**src/rtl/fetch_unit.sv**
```systemverilog
// Instruction fetch sequencer: requests a byte at pc, holds it until decode
// accepts, then advances to next_pc or parks in HALTED on a halt indication.
module fetch_unit #(
  parameter logic [7:0] RESET_PC = 8'h00
) (
  input  logic       clk,
  input  logic       rst,
  input  logic [7:0] next_pc,
  input  logic       halt,
  input  logic       imem_ack,
  input  logic [7:0] imem_data,
  input  logic       instr_ready,
  output logic [7:0] pc,
  output logic       imem_req,
  output logic [7:0] imem_addr,
  output logic [7:0] instr,
  output logic       instr_valid,
  output logic       halted,
  output logic [7:0] fetch_count
);

  typedef enum logic [1:0] {
    S_IDLE,
    S_FETCH,
    S_HOLD,
    S_HALTED
  } state_t;

  state_t     state_q, state_d;
  logic [7:0] pc_q, pc_d;
  logic [7:0] instr_q, instr_d;
  logic       valid_q, valid_d;
  logic [7:0] count_q, count_d;

  always_ff @(posedge clk) begin
    if (rst) begin
      state_q <= S_IDLE;
      pc_q    <= RESET_PC;
      instr_q <= '0;
      valid_q <= 1'b0;
      count_q <= '0;
    end else begin
      state_q <= state_d;
      pc_q    <= pc_d;
      instr_q <= instr_d;
      valid_q <= valid_d;
      count_q <= count_d;
    end
  end

  // Inputs not relevant to the current state are never consulted, so stray
  // acks or accepts outside FETCH/HOLD have no effect.
  always_comb begin
    state_d = state_q;
    pc_d    = pc_q;
    instr_d = instr_q;
    valid_d = valid_q;
    count_d = count_q;
    case (state_q)
      S_IDLE: state_d = S_FETCH;
      S_FETCH: begin
        if (imem_ack) begin
          instr_d = imem_data;
          valid_d = 1'b1;
          count_d = count_q + 8'd1;
          state_d = S_HOLD;
        end
      end
      S_HOLD: begin
        if (instr_ready) begin
          valid_d = 1'b0;
          if (halt) begin
            state_d = S_HALTED;
          end else begin
            pc_d    = next_pc;
            state_d = S_FETCH;
          end
        end
      end
      S_HALTED: state_d = S_HALTED;
      default:  state_d = S_IDLE;
    endcase
  end

  assign pc          = pc_q;
  assign imem_addr   = pc_q;
  assign imem_req    = (state_q == S_FETCH);
  assign halted      = (state_q == S_HALTED);
  assign instr       = instr_q;
  assign instr_valid = valid_q;
  assign fetch_count = count_q;

endmodule

```
**config.mk**
```make
export PLATFORM = sky130hd
export DESIGN_NAME = fetch_unit
export DESIGN_NICKNAME = d
export VERILOG_FILES = /design/src/rtl/fetch_unit.sv
export SDC_FILE = /design/constraint.sdc
export NUM_CORES = 1
export LEC_CHECK = 0
export CORE_MARGIN = 2
export CORE_UTILIZATION = 40
export DETAILED_ROUTE_END_ITERATION = 8
export PLACE_DENSITY = 0.86
export SLEW_MARGIN = 20
export SYNTH_ARGS = -nofsm -noshare
export SYNTH_HDL_FRONTEND = slang
export SYNTH_SLANG_ARGS = --single-unit
export TNS_END_PERCENT = 100
```
**constraint.sdc**
```tcl
create_clock -name clk -period 2.2 [get_ports clk]
set_clock_uncertainty 0.2 [all_clocks]
set_input_delay 0.44 -clock clk [delete_from_list [all_inputs] [get_ports clk]]
set_output_delay 0.44 -clock clk [all_outputs]
set_load 0.01 [all_outputs]
```
==> impl_results.md, run 1 <==
* Ports at 56
* Remaining antenna violation count after routing at 0
* Final Hold Vio Count at 0
* CP max FO at 9
* Adder-cell share of the synthesized area at 1.08%
* GRT Util Overall at 17.2%
* Critical Path AT at 1420 ps
* CP Cell Sequence: and2_1 > clkdlybuf4s50_1
* Power Total at 892 uW
* Max VDD drop at 0.000434 V
* Max H-tree Level at 1
* Via count at 1051
* Worst EP required at 1560 ps
* Vias/cell at 5.10
* DP Wirelength at 2.09 mm
* Clock network latency to the later pin of the worst-skew pair at 340 ps
* Sw Ratio at 25.6%
* Synth Net Count at 149
* Max Cap Violations at 0
* Compound-Gate Fraction of Synth Area at 12.5%
* Unrepaired setup endpoints after global routing: no
* Flop pwr share at 58.3%
* Vias in the first global route at 1107
* Final net count at 198
* Largest net degree at the start of global routing at 28
* Share of cells above drive strength 1 at 8.00%
* Clk pwr share at 25.3%
* Largest family of logic cells by synthesized area: simple AND/OR/NAND/NOR gates
* Inserted Clock Buffers at 3
* Drt pass-1 iters at 4
* Post-placement cell count at 202
* Syn Area/Cell at 9.13 sq um
* Power density cells at 521 nW/um^2
* Setup bufs post-CTS at 0
* Die X at 57.9 um
* Die footprint at 3350 sq um
* Number of synthesized register bits at 27
* Root buffer cell: clkbuf_4
* Layout area overhead at 47.6%
* Post-route setup TNS at 0 ps
* Num rows at 19
* Mux cell area share after synthesis at 6.90%
* Longest Clk Path Bufs at 2
* XOR/XNOR Fraction of Synth Area at 0.755%
* CP Buf/Inv Count at 1
* Cell family with most CP delay: buffers and inverters
* Netlist cell types at 26
* Initial antenna violation count at 0
* Critical path's largest stage delay at 530 ps
* TritonCTS Sinks at 27
* Initial DRC count at 10
* CTS tree: yes
* Status: finished, final reports clean
* DRC at 0
* Tmin final at 2060 ps
* Startpoint class of the critical path: flop
* Synth Instances at 127
* Pleak at 0.000633 uW
* PostCTS Resize Cnt at 0
* Commonest cells after routing, fill and taps aside: clkdlybuf4s50_1, dfxtp_1, nand2_1
* First-pass GRT wire length at 4.53 mm
* GP Congestion at 0.720
* Clock-pin slew on the worst setup and hold paths at 150 ps
* Crit-path slowest cell: clkdlybuf4s50_1
* Min-delay worst type: flop to flop
* Most common cell after layout, fill and taps aside: clkdlybuf4s50_1
* Critical path depth in cells at 2
* Antenna cells at 0
* Worst-Margin Slew at 286 ps
* Avg WL per Cell at 13.2 um
* Slew HR at 80.9%
* Routed WL at 2.72 mm
* Sequential fraction of the synthesis area at 46.6%
* Die Ht at 57.9 um
* Hold depth at 2
* Fin crit share at 93.8%
* Post-route cell area at 1710 sq um
* Setup CP Type: flop to output port
* Fin cells at 206
* IO Port Bufs at 55
* P_int at 663 uW
* R2R cell count at 4
* Gate power share at 16.4%
* Number of fillers in the final layout at 237
* Post-Synth Simple-Gate Area at 23.0%
* Initial Utilization at 42.1%
* Hold buffers post-CTS at 0
* GRT overflow at 0
* YS warnings at 0
* Dpl ws at 67.7 ps
* Slew Viols, Final at 0
* CP Capture Type: output port
* Post-placement cell area at 1680 sq um
* Setup WS post-layout at 137 ps
* Sw power at 229 uW
* Post-synthesis cell area at 1160 sq um
* Achievable Freq at 485 MHz
* Final setup fails at 0
* Core Region at 2760 sq um
[registers in the layout (all words and copies together), names as in the netlist]
signal,cells
fetch_count,8
instr,8
imem_addr,8
instr_valid,1
state_q,2
[cell usage after synthesis (all sizes together)]
master  number  area [sq um]
inv          2          7.51
nand4        1          21.3
dfxtp       27           541
nor2        10          37.5
ha           1          12.5
xnor2        1          8.76
buf         11          83.8
nor2b        1          6.26
or3          4          25.0
or2          1          6.26
nand3        1          5.00
o31ai        3          22.5
a21oi       18          90.1
o21ai        5          25.0
or4          2          15.0
and2         1          6.26
nand3b       1          20.0
a211oi       1          7.51
nand4b       1          23.8
clkbuf       4          15.0
mux2i        8          80.1
and3b        1          8.76
and4bb       1          12.5
nand2       21          78.8
[cells by family (layout without fill, tap and decap cells)]
| group | count (synthesis) | after routing |
|---|---|---|
| and+or+nand+nor | 46 | 46 |
| AOI/OAI and AO/OA | 27 | 27 |
| DFF | 27 | 27 |
| buffers and inverters | 17 | 65 |
| muxes | 8 | 8 |
| adders and majority gates | 1 | 1 |
| xor gates and xnor gates | 1 | 1 |
[layer usage]
metal	global-route usage [%]	up-vias	wire length, um
met3	3.57	5	225
li1	-	519	-
met1	18.1	484	1090
met5	0	-	0
met2	32.3	43	1350
met4	7.97	0	51
[path summary, 6_finish.rpt]
kind,slack [ps],endpoint,from
max,140,halted,state_q[1]
min,270,instr[2],instr[2]
max reg2reg,490,fetch_count[6],fetch_count[0]
min reg2reg,270,instr[2],instr[2]
[final cells by class]
type	instances	area [sq um]	share of cell area (%)
flip-flops and latches	27	542	31.7
repair buffers	59	581	33.9
inverters	2	7.51	0.439
clock buffers	3	22.5	1.32
well taps	31	38.8	2.27
multi-input cells	83	513	30.0
clock inverters	1	7.51	0.439
[stage by stage]
| step | hold WS, ps | utilization [%] |
|---|---|---|
| after floorplan | 281 | - |
| after global placement | 245 | 60.9 |
| after detailed placement | 251 | 60.9 |
| after CTS | 271 | 62.0 |
| after global routing | 289 | 62.1 |
| final | 269 | 62.1 |
[worst register-to-register path, stage by stage (launching register included)]
cell and delay, ps:
dfxtp_1 470, ha_1 210, nand3_1 130, or4_1 490, a21oi_1 160
[power groups by stage]
stage                     Sequential, uW  Combinational [uW]  Clock (uW)
final                                520                 146         226
after global placement               529                 143           0
after global routing                 523                 158         252
after floorplan                      536                58.1           0
after CTS                            520                 148         237
after detailed placement             530                 147           0
Power figures use the tool's default switching activity.
==> run 2, diff against run 1 <==
--- a/config.mk
+++ b/config.mk
@@ -9,8 +9,8 @@
 export CORE_UTILIZATION = 40
 export DETAILED_ROUTE_END_ITERATION = 8
 export PLACE_DENSITY = 0.86
+export SKIP_LAST_GASP = 1
 export SLEW_MARGIN = 20
 export SYNTH_ARGS = -nofsm -noshare
 export SYNTH_HDL_FRONTEND = slang
 export SYNTH_SLANG_ARGS = --single-unit
-export TNS_END_PERCENT = 100
==> constraint.sdc (replaced) <==
create_clock -name clk -period 2.2 [get_ports clk]
set_clock_uncertainty 0.2 [all_clocks]
set_input_delay 0.22 -clock clk [delete_from_list [all_inputs] [get_ports clk]]
set_output_delay 0.22 -clock clk [all_outputs]
set_load 0.01 [all_outputs]
==> impl_results.md, run 2 (synthesized netlist as in run 1, its figures left out) <==
* Slew Viols, Final at 0
* Startpoint class of the critical path: flop
* Antenna cells at 0
* Min-delay worst type: input port to flop
* Die footprint at 3350 sq um
* CP Cell Sequence: nor2b_1 > clkdlybuf4s50_1
* Core Region at 2760 sq um
* IO Port Bufs at 55
* Initial antenna violation count at 0
* CTS tree: yes
* Hold depth at 3
* Reg2reg setup slack at 490 ps
* PostCTS Resize Cnt at 0
* Fin crit share at 93.6%
* Tmin final at 2060 ps
* Die Ht at 57.9 um
* CP Capture Type: output port
* GP Congestion at 0.703
* Worst EP required at 1780 ps
* CP Buf/Inv Count at 1
* Status: finished, final reports clean
* Final setup fails at 0
* Initial Utilization at 42.1%
* Crit-path slowest cell: dfxtp_1
* Final Core Density at 61.5%
* Remaining antenna violation count after routing at 0
* Inserted Clock Buffers at 3
* Final Hold Vio Count at 0
* Worst-Margin Slew at 435 ps
* GRT overflow at 0
* Routed WL at 2.67 mm
* Largest net degree at the start of global routing at 28
* Vias in the first global route at 1025
* Setup bufs post-CTS at 0
* Post-route setup TNS at 0 ps
* DP Wirelength at 1.99 mm
* Share of cells above drive strength 1 at 6.36%
* Number of fillers in the final layout at 232
* Vias/cell at 5.05
* Setup CP Type: flop to output port
* Clock-pin slew on the worst setup and hold paths at 150 ps
* Final net count at 196
* Max VDD drop at 0.000450 V
* Initial DRC count at 10
* Power Total at 876 uW
* Max H-tree Level at 1
* TritonCTS Sinks at 27
* Commonest cells after routing, fill and taps aside: clkdlybuf4s50_1, dfxtp_1, nand2_1
* Critical Path AT at 1640 ps
* Drt pass-1 iters at 4
* Via count at 1031
* R2R cell count at 4
* GRT Util Overall at 16.3%
* Critical path's largest stage delay at 600 ps
* Clock network latency to the later pin of the worst-skew pair at 330 ps
* Layout area overhead at 46.2%
* Unrepaired setup endpoints after global routing: no
* Root buffer cell: clkbuf_4
* Multi-input logic area at 513 sq um
* Longest Clk Path Bufs at 2
* Slew HR at 71.0%
* CP max FO at 11
* Achievable Freq at 486 MHz
* Pleak at 0.000622 uW
* Sequential Area at 541 sq um
* Die X at 57.9 um
* Avg WL per Cell at 13.1 um
* Most common cell after layout, fill and taps aside: clkdlybuf4s50_1
* Cell family with most CP delay: flip-flops
* DRC at 0
* Critical path depth in cells at 2
* Max Cap Violations at 0
* Ports at 56
* First-pass GRT wire length at 4.24 mm
* Hold buffers post-CTS at 0
* Num rows at 19
* Power density cells at 517 nW/um^2
-- run 2: area by class of cell --
cell class / instances / share of cell area [%]
timing repair buffer: 57 / 33.4
sequential: 27 / 31.9
inverter: 2 / 0.443
clock inverter: 1 / 0.443
clock buffer: 3 / 1.33
multi-input combinational: 83 / 30.3
tap: 31 / 2.29
-- run 2: stage by stage --
step / setup slack [ps] / cells / cell area [sq um] / hold WS (ps)
3_3_place_gp: 296 / 200 / 1670 / 245
6_report: 141 / 204 / 1700 / 216
4_1_cts: 120 / 204 / 1700 / 212
3_5_place_dp: 242 / 200 / 1670 / 249
2_1_floorplan: 578 / 127 / 1160 / 156
5_1_grt: 23.7 / 204 / 1700 / 213
-- run 2: worst paths after layout --
check | start | endpoint
min reg2reg | instr[2] | instr[2]
min | imem_data[7] | instr[7]
max | state_q[0] | imem_req
max reg2reg | fetch_count[0] | fetch_count[6]
-- run 2: routing by layer --
layer  share of wire (%)  global-route usage, %  vias up
met5                   0                      0        -
met4                 1.4                   6.98        0
met3                 7.1                   3.35        4
met2                  49                   29.9       40
met1                  42                   18.1      470
li1                    -                      -      517
-- run 2: worst reg2reg max path, cell delays in order, from the launching register on --
cell and delay [ps]:
dfxtp_1 460, ha_1 210, nand3_1 130, or4_1 500, a21oi_1 150
-- run 2: where the power goes --
group	total (uW)	internal (uW)	switching, uW	leakage (uW)
Clock	216	69.5	146	0.0000139
Combinational	137	84.0	52.7	0.000389
Sequential	524	506	18.5	0.000219
